===== src/rtl/pwm_capture.sv =====
// PWM input capture: measures period and high time of one of four pins in prescaled ticks.
// States: IDLE counters cleared | ARM wait for first rise | HIGH timing high phase | LOW timing low phase
module pwm_capture #(
  parameter int CNT_W = 32
) (
  input  logic             i_clk,
  input  logic             i_reset,
  input  logic             i_enable,
  input  logic [1:0]       i_channel,
  input  logic [31:0]      i_prescalor,
  input  logic [3:0]       i_pwm_in,
  output logic [CNT_W-1:0] o_period,
  output logic [CNT_W-1:0] o_high_time,
  output logic             o_valid,
  output logic             o_overflow
);

  localparam logic [1:0] S_IDLE = 2'd0;
  localparam logic [1:0] S_ARM  = 2'd1;
  localparam logic [1:0] S_HIGH = 2'd2;
  localparam logic [1:0] S_LOW  = 2'd3;

  logic [1:0]       r_state;
  logic             r_s1, r_s2, r_s3;
  logic [1:0]       r_chan_q;
  logic [31:0]      r_cnt_pres;
  logic [CNT_W-1:0] r_count;
  logic [CNT_W-1:0] r_hi_lat;
  logic [CNT_W-1:0] r_period;
  logic [CNT_W-1:0] r_high_time;
  logic             r_valid;
  logic             r_overflow;

  logic             w_pin;
  logic             w_rise;
  logic             w_fall;
  logic             w_tick;
  logic             w_pres_wrap;
  logic             w_chan_chg;
  logic             w_sat;
  logic [CNT_W-1:0] w_tick_ext;
  logic [CNT_W-1:0] w_meas;

  assign w_pin       = i_pwm_in[i_channel];
  assign w_rise      = r_s2 & ~r_s3;
  assign w_fall      = ~r_s2 & r_s3;
  assign w_tick      = (r_cnt_pres == i_prescalor);
  // A lowered prescalor below the current count wraps without producing a tick.
  assign w_pres_wrap = (r_cnt_pres >= i_prescalor);
  assign w_chan_chg  = (i_channel != r_chan_q);
  assign w_tick_ext  = {{(CNT_W-1){1'b0}}, w_tick};
  assign w_meas      = r_count + w_tick_ext;
  assign w_sat       = (&r_count) & w_tick;

  always_ff @(posedge i_clk) begin
    if (i_reset) begin
      r_s1     <= 1'b0;
      r_s2     <= 1'b0;
      r_s3     <= 1'b0;
      r_chan_q <= 2'd0;
    end else begin
      r_chan_q <= i_channel;
      // Reload the whole chain on a channel switch so the old pin's level cannot look like an edge.
      if (i_enable && w_chan_chg) begin
        r_s1 <= w_pin;
        r_s2 <= w_pin;
        r_s3 <= w_pin;
      end else begin
        r_s1 <= w_pin;
        r_s2 <= r_s1;
        r_s3 <= r_s2;
      end
    end
  end

  always_ff @(posedge i_clk) begin
    if (i_reset) begin
      r_state     <= S_IDLE;
      r_cnt_pres  <= 32'd0;
      r_count     <= '0;
      r_hi_lat    <= '0;
      r_period    <= '0;
      r_high_time <= '0;
      r_valid     <= 1'b0;
      r_overflow  <= 1'b0;
    end else begin
      r_valid <= 1'b0;
      if (!i_enable) begin
        r_state    <= S_IDLE;
        r_cnt_pres <= 32'd0;
        r_count    <= '0;
        r_hi_lat   <= '0;
        r_overflow <= 1'b0;
      end else if (w_chan_chg) begin
        r_state    <= S_ARM;
        r_cnt_pres <= 32'd0;
        r_count    <= '0;
      end else begin
        case (r_state)
          S_IDLE: begin
            r_state    <= S_ARM;
            r_cnt_pres <= 32'd0;
            r_count    <= '0;
          end
          S_ARM: begin
            r_cnt_pres <= 32'd0;
            r_count    <= '0;
            if (w_rise) r_state <= S_HIGH;
          end
          S_HIGH, S_LOW: begin
            if (w_sat) begin
              r_overflow <= 1'b1;
              r_state    <= S_ARM;
              r_cnt_pres <= 32'd0;
              r_count    <= '0;
            end else if (r_state == S_HIGH && w_fall) begin
              r_hi_lat   <= w_meas;
              r_count    <= w_meas;
              r_cnt_pres <= w_pres_wrap ? 32'd0 : r_cnt_pres + 32'd1;
              r_state    <= S_LOW;
            end else if (r_state == S_LOW && w_rise) begin
              r_period    <= w_meas;
              r_high_time <= r_hi_lat;
              r_valid     <= 1'b1;
              r_overflow  <= 1'b0;
              r_count     <= '0;
              r_cnt_pres  <= 32'd0;
              r_state     <= S_HIGH;
            end else begin
              r_count    <= w_meas;
              r_cnt_pres <= w_pres_wrap ? 32'd0 : r_cnt_pres + 32'd1;
            end
          end
          default: r_state <= S_IDLE;
        endcase
      end
    end
  end

  assign o_period    = r_period;
  assign o_high_time = r_high_time;
  assign o_valid     = r_valid;
  assign o_overflow  = r_overflow;

endmodule


===== config.mk =====
export PLATFORM = sky130hd
export DESIGN_NAME = pwm_capture
export DESIGN_NICKNAME = d
export VERILOG_FILES = /design/src/rtl/pwm_capture.sv
export SDC_FILE = /design/constraint.sdc
export NUM_CORES = 1
export LEC_CHECK = 0
export ABC_AREA = 1
export BUFFER_PORTS_ARGS = -buffer_cell sky130_fd_sc_hd__buf_2
export CELL_PAD_IN_SITES_DETAIL_PLACEMENT = 0
export CELL_PAD_IN_SITES_GLOBAL_PLACEMENT = 1
export CORE_MARGIN = 2
export CORE_UTILIZATION = 45
export CTS_CLUSTER_SIZE = 30
export DETAILED_ROUTE_END_ITERATION = 8
export GPL_TIMING_DRIVEN = 1
export PLACE_DENSITY = 0.86
export SLEW_MARGIN = 20
export SYNTH_ARGS = -nofsm -noshare
export SYNTH_HDL_FRONTEND = slang
export SYNTH_SLANG_ARGS = --single-unit

===== constraint.sdc =====
create_clock -name i_clk -period 8.1 [get_ports i_clk]
set_clock_uncertainty 0.05 [all_clocks]
set_input_delay 0.405 -clock i_clk [delete_from_list [all_inputs] [get_ports i_clk]]
set_output_delay 0.405 -clock i_clk [all_outputs]
set_load 0.03 [all_outputs]

# Word level (Yosys, flattened, before mapping)
# Index checks and enable logic that the tools add are counted.
# op_classes
n_reduce_logical	16
magnitude_cmp	2
n_mux	23
bitwise	10
eq_ne	10
addsub	2
# ops
operator	count
2-to-1 mux 32 bit	7
case mux 32 bit (2 select lines)	2
adder 32 x 1 -> 32 bit	1
adder 32 x 1 -> 32 bit (second input constant)	1
== test 32 bit	1
greater-or-equal comparator 32 bit	1
AND reduction 32 bit	1
2-to-1 mux 1 bit	8
2-to-1 mux 2 bit	4
AND reduction 4 bit	2
inverter 1 bit	7
case mux 2 bit (3 select lines)	1
AND reduction 6 bit	1
OR reduction 2 bit	3
OR reduction 6 bit	1
inequality test 5 bit (second input constant)	1
== test 2 bit (second input constant)	2
inequality test 2 bit (second input constant)	2
inequality test 4 bit (second input constant)	1
AND reduction 2 bit	2
AND 1 bit	3
logical AND 1 bit	3
less-than comparator 2 x 3 -> 1 bit (second input constant)	1
inequality test 3 bit (second input constant)	1
6 further kinds	6
# totals
elab_cells	76
reg_bits	169
inputBits	41

# Logic depth before layout (Yosys ltp)
# Gate-level depths: netlist of run 1.
# logic_depth
word_depth	8
depth_mapped	21
mapped_depth_nobuf	21

# Worst setup path before layout of run 1
# OpenSTA, ideal clock, no wires.
# synth_path
kind	input -> register
start	in i_prescalor[31]
end	reg r_hi_lat[20]
required_time_ns	7.937
setup_slack_ns	5.383
cell_stages	20
t_arrival_ns	2.554
setup_ns	0.113
n_path_buf	0
path_cell_list	inv_1 > ha_1 > nand2_1 > nor2_2 > nand2_1 > nor2_2 > nand2_2 > inv_2 > ha_1 > ha_1 > inv_1 > nor2_2 > nand2_2 > nor2_4 > nand2_2 > inv_2 > nand3_1 > and2_1 > o21ai_1 > nor2_1
# synth_between
elab_chain_len	4
word_cells_on_any_way	5
# synth_rtl
item	line	source
from (decl)	10	input logic [31:0] i_prescalor,
== test 32 bit *	47	assign w_tick = (r_cnt_pres == i_prescalor);
branches (longest 3 deep; another with adder 32 x 1 -> 32 bit)	-	
to (signal assigned)	117	r_hi_lat <= w_meas;
to (decl)	28	logic [CNT_W-1:0] r_hi_lat;
# Mark *: on every way between the ends.
# A chain may end at the register's enable or synchronous reset.

# Worst setup path after layout of run 1
# layout_path
start	reg r_cnt_pres[27]
end	reg r_period[7], in the netlist o_period[7]
# layout_between
elab_chain_len	4
word_cells_on_any_way	5
# layout_rtl
item	line	source
from (decl)	26	logic [31:0] r_cnt_pres;
from (signal assigned)	119	r_cnt_pres <= w_pres_wrap ? 32'd0 : r_cnt_pres + 32'd1;
from (signal assigned)	131	r_cnt_pres <= w_pres_wrap ? 32'd0 : r_cnt_pres + 32'd1;
== test 32 bit *	47	
branches (longest 3 deep; another with adder 32 x 1 -> 32 bit)	-	
to (signal assigned)	122	r_period <= w_meas;
to (decl)	29	logic [CNT_W-1:0] r_period;
# Marks and branches as above.

==> impl_metrics.env, run 1 <==
export IMPL_status="finished clean"
export IMPL_coreArea_um2=18600
export IMPL_place_area_um2=9160
export IMPL_whs_ps=202
export IMPL_fmax_mhz=295
export IMPL_leakage_nw=4.47
export IMPL_placed_cells=1555
export IMPL_ys_seq_area_share_pct=39.6
export IMPL_synth_area_leaders="dfxtp_1, nor2_1, nand2_1, inv_1, ha_1"
export IMPL_synthFlopType="dfxtp_1"
export IMPL_fin_util_pct=52.3
export IMPL_async_flop_share_pct=0
export IMPL_final_period_utilization_pct=41.9
export IMPL_grt_pass1_wl_um=32900
export IMPL_tns_ps=0
export IMPL_critPathRequiredTime_ps=8370
export IMPL_drtIter0Drc=440
export IMPL_dieHeight_um=142
export IMPL_ctsRootBufferMaster="clkbuf_16"
export IMPL_num_antenna_cells=0
export IMPL_yosysMostFrequentCell="nor2_1"
export IMPL_path_class="reg2reg"
export IMPL_htreeDepth=4
export IMPL_synth_avg_cell_area_um2=6.82
export IMPL_p_per_area_nw_per_um2=175
export IMPL_fin_nets=1416
export IMPL_slew_viol_final=0
export IMPL_drt_pass1_iter_count=5
export IMPL_worst_r2r_setup_slack_ps=4710
export IMPL_drt_total_wl_um=19600
export IMPL_critPathCaptureType="register"
export IMPL_fin_crit_ps=3390
export IMPL_synth_warnings=0
export IMPL_use_met3_pct=4.83
export IMPL_clk_latency_ps=430
export IMPL_slew_headroom_pct=45.8
export IMPL_drive_gt1_share_pct=12.6
export IMPL_yosys_top_cells_count="nor2_1, nand2_1, dfxtp_1, inv_1, nand3_1"
export IMPL_wl_per_cell_um=12.4
export IMPL_synth_distinct_cells=36
export IMPL_cts_buffers=17
export IMPL_pin_count=107
export IMPL_synth_top_area_share_pct=39.6
export IMPL_crit_arrival_ps=3670
export IMPL_synth_edf_count=0
export IMPL_cts_sinks=169
export IMPL_finalInstanceArea_um2=9740
export IMPL_io_buffers=106
export IMPL_ant_nets=0
export IMPL_cts_tree="done"
export IMPL_drv_cap=0
export IMPL_ys_seq_elements=169
export IMPL_hold_viol=0
export IMPL_vias=7467
export IMPL_drcViolationCount=0
export IMPL_p_comb_share_pct=2.8
export IMPL_hold_buffers=0
export IMPL_worstMarginPinSlew_ps=812
export IMPL_grt_overflow=0
export IMPL_gp_congestion=0.907
export IMPL_swShare_pct=21.4
export IMPL_internal_power_mw=1.34
export IMPL_dieWidth_um=142
export IMPL_vias_per_cell=4.72
export IMPL_met1_usage_pct=28.1
export IMPL_dieArea_um2=20100
export IMPL_area_growth_syn_to_layout_pct=14.1
export IMPL_grt_use_total_pct=20.4
export IMPL_clock_power_share_pct=48.4
export IMPL_top_usage_layer="met2"
export IMPL_gr_usage_met2_pct=32.9
export IMPL_p_switching_uw=365
export IMPL_fp_row_count=50
export IMPL_cts_resized=0
export IMPL_final_cells=1583
export IMPL_hpwlAfterDp_um=14500
export IMPL_synth_cells=1253
export IMPL_path_max_fanout=47
export IMPL_hp_class="in2reg"
export IMPL_setup_viol=0
export IMPL_syn_nets=1329
export IMPL_peakVddDrop_mv=0.135
export IMPL_p_seq_share_pct=48.9
export IMPL_rsz0062_at_grt="false"
export IMPL_synth_area_um2=8540
export IMPL_clkTransAtPathRegs_ps=60
export IMPL_initial_utilization_pct=45.8
export IMPL_first_global_vias=6913
export IMPL_grt_max_degree=65
export IMPL_clk_path_buf_depth=2
export IMPL_cts_setup_buffers=0
export IMPL_start_kind="register"
export IMPL_synth_top_area_cell="dfxtp_1"
export IMPL_antenna_found_initial=0
layout by cell type, fill, tap and decap left out, types with 4 or more instances in the layout:
master | Yosys | routed
buf_2 | 21 | 106
nor2_2 | 8 | 7
nand3_1 | 57 | 57
nand2_1 | 284 | 283
xor2_1 | 36 | 36
xnor2_1 | 18 | 18
inv_2 | 8 | 8
nor2_1 | 297 | 297
ha_1 | 35 | 35
nor3_1 | 53 | 53
buf_4 | 0 | 4
nand4_1 | 13 | 13
dfxtp_1 | 169 | 169
inv_1 | 153 | 153
nand2_2 | 6 | 7
nand3b_1 | 18 | 18
clkbuf_16 | 0 | 17
o21ai_0 | 13 | 13
a21oi_1 | 19 | 19
through the flow:
step                power, mW  setup WS (ps)
detailed placement      0.901           4470
global placement        0.899           4570
global route             1.77           4310
floorplan               0.883           5380
CTS                      1.73           4630
finish                   1.71           4710
routing by layer:
| metal | vias up | wire, um |
|---|---|---|
| met4 | 0 | 148 |
| li1 | 4026 | - |
| met1 | 3287 | 9870 |
| met3 | 12 | 850 |
| met5 | - | 0 |
| met2 | 142 | 8690 |
critical path, stage by stage, from the launching register on:
cell and delay, ps:
dfxtp_1 370, ha_1 320, nand2_1 60, nor2_1 160
nand2_1 110, nor2_2 170, nand2_2 100, inv_2 100
nand4_4 520, nand2_4 600, inv_2 400, nor2_1 210
nor2_1 50
worst paths after layout:
path	to	from	cells after the start
worst max register to register	o_period[7]	r_cnt_pres[27]	12
worst min register to register	r_s2	r_s1	2
worst min-delay path	r_chan_q[1]	i_channel[1]	3
worst max-delay path	o_period[7]	r_cnt_pres[27]	12
cells by family after synthesis:
group / Yosys count / synth area share (%)
and+or+nand+nor: 753 / 37.3
buffers and inverters: 203 / 9.93
AOI/OAI and AO/OA: 39 / 2.46
xor gates and xnor gates: 54 / 5.54
DFF: 169 / 39.6
adders and majority gates: 35 / 5.13
registers in the layout, summed over array words and instances, names as in the netlist:
| name | cells |
|---|---|
| r_hi_lat | 32 |
| r_s2 | 1 |
| o_overflow | 1 |
| r_chan_q | 2 |
| r_s3 | 1 |
| r_count | 32 |
| o_high_time | 32 |
| o_valid | 1 |
| r_s1 | 1 |
| r_state | 2 |
| r_cnt_pres | 32 |
| o_period | 32 |
layout make-up:
type | count | area (um^2)
Timing Repair Buffer | 110 | 561
Multi-Input combinational cell | 881 | 4320
Tap cell | 234 | 293
Sequential cell | 169 | 3380
Inverter | 161 | 604
Clock inverter | 10 | 146
Fill cell | 1922 | 8900
Clock buffer | 18 | 439
power groups by stage:
stage	clock network [mW]	logic [mW]	registers (mW)
3_5_place_dp	0	0.0480	0.852
4_1_cts	0.844	0.0482	0.834
2_1_floorplan	0	0.0310	0.852
3_3_place_gp	0	0.0470	0.852
5_1_grt	0.877	0.0558	0.833
6_report	0.825	0.0470	0.834
Note: power is estimated with default switching activity, not from simulation.
==> inputs of run 2 (changes only) <==
Settings changed: ABC_AREA 1 to 0, CORE_UTILIZATION 45 to 39, PLACE_DENSITY 0.86 to 0.76.
Clock period 8.1 ns to 2.8 ns, I/O delays scaled along.
==> run 2 against run 1 <==
Hold slack got worse by 73 ps. Maximum frequency rose by 27%. Global-route usage fell by 2.2 points. First-iteration DRC count fell by 31%. Clock-buffer cell count did not move. Synthesized area fell by 13%. Sequential power rose to 2.9 times the previous value. Sequential share of layout area rose by 1.7 points. Non-clock buffer count rose by 50. Combinational power rose to 2.8 times the previous value. Synthesized cell count fell by 33%. Register-to-register slack got worse by 4600 ps. Critical endpoint is now r_hi_lat[23].
==> impl_metrics.env, run 2 <==
export IMPL_antenna_found_initial=0
export IMPL_cpMostUsedCell="ha_4"
export IMPL_num_fill_cells=1815
export IMPL_status="finished clean"
export IMPL_drv_cap=0
export IMPL_synth_top_family_by_area="simple AND/OR/NAND/NOR gates"
export IMPL_crit_chain="ha_4, nand4_1, nor3_2, and3_4, ha_4, nand3_2, nor3_4, nand2_2, xor2_1, a211oi_1"
export IMPL_top_usage_layer="met2"
export IMPL_synthFlopType="dfxtp_1"
export IMPL_drt_pass1_iter_count=4
export IMPL_synth_edf_count=0
export IMPL_internal_power_mw=3.82
export IMPL_crit_arrival_ps=2930
export IMPL_grt_max_degree=95
export IMPL_synth_area_leaders="dfxtp_1, ha_1, nor2_1, a211oi_2, nand2_1"
export IMPL_wl_per_cell_um=14.4
export IMPL_worst_r2r_setup_slack_ps=120
export IMPL_yosys_top_cells_count="dfxtp_1, nor2_1, nand2_1, a21oi_1, nor3_1"
export IMPL_ys_seq_area_share_pct=45.8
export IMPL_critPathRequiredTime_ps=3050
export IMPL_clk_path_buf_depth=2
export IMPL_cts_sinks=169
export IMPL_pin_count=107
export IMPL_place_area_um2=8470
export IMPL_drcViolationCount=0
export IMPL_ys_seq_elements=169
export IMPL_drtIter0Drc=304
export IMPL_vias_per_cell=5.05
export IMPL_use_met3_pct=3.78
export IMPL_p_switching_mw=1.11
export IMPL_synth_top_area_share_pct=45.8
export IMPL_drt_total_wl_um=17500
export IMPL_initial_utilization_pct=39.7
export IMPL_crit_family="simple AND/OR/NAND/NOR gates"
export IMPL_grt_overflow=0
export IMPL_cts_tree="done"
export IMPL_swShare_pct=22.6
export IMPL_finalInstanceArea_um2=9290
export IMPL_timing_rr_start="r_cnt_pres[22]"
export IMPL_slew_viol_final=0
export IMPL_synth_simple_area_share_pct=22.4
export IMPL_fin_nets=1047
export IMPL_first_global_vias=5838
export IMPL_ctsRootBufferMaster="clkbuf_16"
export IMPL_gp_congestion=0.805
export IMPL_syn_nets=911
export IMPL_drive_gt1_share_pct=25.9
export IMPL_synth_xor_xnor_area_share_pct=7.35
export IMPL_hold_viol=0
export IMPL_peakVddDrop_mv=0.407
export IMPL_synth_avg_cell_area_um2=8.85
export IMPL_final_cell_mix="dfxtp_1, nor2_1, buf_2"
export IMPL_path_max_fanout=4
export IMPL_synth_warnings=0
export IMPL_hpwlAfterDp_um=12100
export IMPL_critical_path_depth=10
export IMPL_critPathCaptureType="register"
export IMPL_crit_end="r_hi_lat[23]"
export IMPL_startpoint="r_cnt_pres[22]"
export IMPL_cts_setup_buffers=0
export IMPL_fmax_mhz=373
export IMPL_gr_usage_met2_pct=28.1
export IMPL_fin_crit_ps=2680
export IMPL_grt_pass1_wl_um=29100
export IMPL_dieWidth_um=142
export IMPL_coreArea_um2=18600
export IMPL_dieHeight_um=142
export IMPL_synth_adder_area_share_pct=5.92
export IMPL_synth_area_um2=7390
export IMPL_dieArea_um2=20100
export IMPL_clkTransAtPathRegs_ps=70
export IMPL_synth_top_area_cell="dfxtp_1"
export IMPL_async_flop_share_pct=0
export IMPL_tns_ps=0
export IMPL_whs_ps=129
export IMPL_final_period_utilization_pct=95.8
export IMPL_p_seq_share_pct=48.8
export IMPL_ant_nets=0
export IMPL_final_cells=1218
export IMPL_worstMarginPinSlew_ps=607
export IMPL_synth_distinct_cells=46
export IMPL_area_growth_syn_to_layout_pct=25.6
export IMPL_path_class="reg2reg"
export IMPL_fp_row_count=50
export IMPL_slew_headroom_pct=59.4
export IMPL_slowest_stage="xor2_1"
export IMPL_io_buffers=106
export IMPL_rr_endpoint="r_hi_lat[23]"
export IMPL_grt_use_total_pct=18.2
export IMPL_cts_buffers=17
export IMPL_clock_power_share_pct=48.5
export IMPL_p_per_area_nw_per_um2=532
export IMPL_num_antenna_cells=0
export IMPL_synth_cells=835
export IMPL_setup_viol=0
export IMPL_vias=6145
export IMPL_yosysMostFrequentCell="dfxtp_1"
export IMPL_p_comb_share_pct=2.7
export IMPL_critPathMaxStageDelay_ps=430
export IMPL_start_kind="register"
export IMPL_fin_util_pct=49.8
export IMPL_reg2reg_depth=10
export IMPL_synth_compound_area_share_pct=13.1
export IMPL_placed_cells=1183
export IMPL_crit_buf_inv=0
export IMPL_met1_usage_pct=25.3
export IMPL_leakage_nw=3.55
export IMPL_layout_commonest_cell="dfxtp_1"
export IMPL_muxShareOfSynthArea_pct=0.728
export IMPL_htreeDepth=4
export IMPL_clk_latency_ps=430
export IMPL_hp_class="in2reg"
==> run 2: cell types whose count changed after synthesis, sizes merged, moves of 16 or more <==
cell    previous run  this run
inv              161        41
nand3b            18         2
buf               35        15
a21oi             19        50
nand3             60        26
a211oi             0        61
nand2            291        98
clkbuf             7        28
nor2             306       111
==> run 2: per-layer routing <==
layer | vias up | part of all wire (%) | wire length, um
li1 | 3157 | - | -
met4 | 0 | 1.6 | 281
met1 | 2872 | 51 | 8860
met3 | 19 | 3.5 | 616
met5 | - | 0 | 0
met2 | 97 | 44 | 7720
==> run 2: worst register-to-register path, delay by kind of cell, from the launching register on <==
family / cells / cell delay, ps
flip-flops: 1 / 350
AND/OR/NAND/NOR: 6 / 1140
XOR/XNOR: 1 / 430
adder cells (fa/ha/maj): 2 / 430
AO/OA/AOI/OAI: 1 / 150
==> run 2: stage by stage <==
stage | worst slack, ps | total power, mW
after global placement | 111 | 2.59
after detailed placement | 56.2 | 2.60
after global routing | -27.4 | 5.10
after CTS | 13.8 | 4.99
after floorplan | 177 | 2.54
final | 117 | 4.94
==> run 2: cells by family (layout without fill, tap and decap cells) <==
group,Yosys count,after routing
and+or+nand+nor,355,355
DFF,169,169
AOI/OAI and AO/OA,126,126
buffers and inverters,84,233
xor gates and xnor gates,62,62
adders and majority gates,35,35
muxes,4,4
==> run 2: power by group through the flow <==
stage          sequential [mW]  combinational, mW  clock, mW
2_1_floorplan             2.47             0.0719          0
3_3_place_gp              2.47              0.128          0
3_5_place_dp              2.47              0.129          0
4_1_cts                   2.41              0.132       2.45
5_1_grt                   2.41              0.150       2.54
6_report                  2.41              0.133       2.39
==> run 2: layout make-up <==
cell class / instances / area (um^2) / share of cell area, %
clock inverters: 14 / 160 / 1.72
clock buffers: 18 / 439 / 4.73
multi-input cells: 582 / 3870 / 41.7
inverters: 41 / 154 / 1.66
repair buffers: 160 / 985 / 10.6
flip-flops and latches: 169 / 3380 / 36.4
well taps: 234 / 293 / 3.15
==> run 2: worst min-delay path by stage <==
stage                     slack [ps]    startpoint          end  cells past startpoint
after detailed placement         370  i_channel[1]  r_chan_q[1]                      2
after global routing             170   i_pwm_in[0]         r_s1                      3
after global placement           360  i_channel[1]  r_chan_q[1]                      2
final                            130   i_pwm_in[0]         r_s1                      3
after CTS                        120   i_pwm_in[0]         r_s1                      3
after floorplan                  220  i_channel[0]  r_chan_q[0]                      1
==> run 2: repair_timing <==
action                                  4_1_cts  5_1_grt
hold endpoints to repair                      4        0
endpoints found under the setup margin        0       71
hold buffers                                  3        0
resized for setup                             0       30
==> inputs of run 3 (changes only) <==
Settings changed: PLACE_DENSITY 0.76 to 0.79.
==> run 3 against run 2 <==
Sequential cell count did not move. Total power is 0.72% lower. Maximum frequency increased by 1.1%. Sequential share of layout area fell by 0.27 points. Critical path type unchanged. Largest power group unchanged.
==> impl_metrics.env, run 3 (synthesized netlist as in run 2, its figures left out) <==
export IMPL_clk_path_buf_depth=2
export IMPL_p_switching_mw=1.15
export IMPL_fp_row_count=50
export IMPL_crit_arrival_ps=2960
export IMPL_ctsRootBufferMaster="clkbuf_16"
export IMPL_hp_class="in2reg"
export IMPL_coreArea_um2=18600
export IMPL_dieHeight_um=142
export IMPL_critPathRequiredTime_ps=3100
export IMPL_setup_ws_ps=146
export IMPL_internal_power_mw=3.75
export IMPL_hold_viol=0
export IMPL_placed_cells=1181
export IMPL_slew_headroom_pct=41.3
export IMPL_grt_use_total_pct=17.9
export IMPL_swShare_pct=23.5
export IMPL_ant_nets=0
export IMPL_rsz0062_at_grt="true"
export IMPL_peakVddDrop_mv=0.401
export IMPL_cpMostUsedCell="nand4_1"
export IMPL_path_class="reg2reg"
export IMPL_fmax_mhz=377
export IMPL_clk_latency_ps=440
export IMPL_wl_per_cell_um=14.1
export IMPL_p_per_area_nw_per_um2=523
export IMPL_antenna_found_initial=0
export IMPL_cts_sinks=169
export IMPL_drcViolationCount=0
export IMPL_drtIter0Drc=336
export IMPL_area_growth_syn_to_layout_pct=26.8
export IMPL_status="finished clean"
export IMPL_num_antenna_cells=0
export IMPL_slew_viol_final=0
export IMPL_path_max_fanout=4
export IMPL_grt_pass1_wl_um=28800
export IMPL_crit_buf_inv=1
export IMPL_gp_congestion=0.807
export IMPL_layout_commonest_cell="dfxtp_1"
export IMPL_critPathCaptureType="register"
export IMPL_holdPathStages=3
export IMPL_grt_overflow=0
export IMPL_initial_utilization_pct=39.7
export IMPL_slowest_stage="dfxtp_1"
export IMPL_io_buffers=106
export IMPL_cts_tree="done"
export IMPL_pin_count=107
export IMPL_clock_power_share_pct=48.1
export IMPL_fin_nets=1051
export IMPL_drv_cap=0
export IMPL_grt_max_degree=95
export IMPL_final_period_utilization_pct=94.8
export IMPL_dieWidth_um=142
export IMPL_crit_chain="ha_1, nand4_1, nor3_1, and3_4, ha_4, nand3_2, nor3_4, buf_4, nand4_1, xor2_2, a211oi_1"
export IMPL_p_comb_share_pct=2.7
export IMPL_drt_total_wl_um=17300
export IMPL_drt_pass1_iter_count=4
export IMPL_htreeDepth=4
export IMPL_worstMarginPinSlew_ps=881
export IMPL_hpwlAfterDp_um=11900
export IMPL_dieArea_um2=20100
export IMPL_vias_per_cell=4.99
export IMPL_clkTransAtPathRegs_ps=70
export IMPL_final_cells=1222
export IMPL_place_worst_setup_slack_ps=-2.38
export IMPL_critPathMaxStageDelay_ps=320
export IMPL_critical_path_depth=11
export IMPL_p_seq_share_pct=49.2
export IMPL_crit_family="simple AND/OR/NAND/NOR gates"
export IMPL_vias=6094
export IMPL_leakage_nw=3.59
export IMPL_cts_buffers=17
export IMPL_start_kind="register"
export IMPL_drive_gt1_share_pct=27.0
export IMPL_first_global_vias=5791
export IMPL_fin_crit_ps=2650
export IMPL_final_cell_mix="dfxtp_1, nor2_1, buf_2"
export IMPL_setup_viol=0
export IMPL_reg2reg_depth=11
==> run 3: routing by layer <==
metal | vias to the layer above | track usage [%] | share of wire (%)
li1 | 3163 | - | -
met1 | 2804 | 24.9 | 49
met2 | 107 | 27.9 | 45
met3 | 20 | 3.78 | 4.2
met4 | 0 | 6.16 | 1.4
met5 | - | 0 | 0
==> run 3: timing repair <==
action	4_1_cts	5_1_grt
endpoints found under the hold margin	6	0
gates resized for setup	2	38
pin swaps	0	11
setup buffers	0	5
hold buffers	4	0
endpoints found under the setup margin	11	110
==> run 3: cell type report <==
cell class              count  area [um^2]
clock inverters            14          161
multi-input cells         582         3930
clock buffers              18          439
repair buffers            164         1010
fillers                  1805         9270
inverters                  41          154
well taps                 234          293
flip-flops and latches    169         3390
==> run 3: worst reg2reg max path, cell delays in order, from the launching register on <==
cell and delay [ps]:
dfxtp_1 320, ha_1 310, nand4_1 130, nor3_1 260
and3_4 250, ha_4 140, nand3_2 120, nor3_4 230
buf_4 170, nand4_1 160, xor2_2 210, a211oi_1 220
==> run 3: worst paths after layout <==
check / from / end / slack, ps
setup / recovery: r_cnt_pres[19] / r_hi_lat[25] / 150
hold / removal: i_pwm_in[0] / r_s1 / 130
setup reg to reg: r_cnt_pres[19] / r_hi_lat[25] / 150
hold reg to reg: r_s1 / r_s2 / 390
==> run 3: per-stage QoR <==
step                cell area (um^2)  hold slack [ps]  util [%]  power (mW)  TNS [ps]
floorplan                       7400              218         -        2.54         0
global placement                8460              359      45.4        2.59         0
detailed placement              8460              371      45.4        2.59     -2.38
CTS                             9110              112      48.9        4.95         0
global route                    9380              129      50.3        5.07     -55.9
finish                          9380              131      50.3        4.90         0
==> run 3: power by group through the flow <==
stage          sequential (mW)  clock, mW  combinational [mW]
2_1_floorplan             2.47          0              0.0719
3_3_place_gp              2.47          0               0.124
3_5_place_dp              2.47          0               0.125
4_1_cts                   2.41       2.41               0.131
5_1_grt                   2.41       2.51               0.151
6_report                  2.41       2.36               0.134
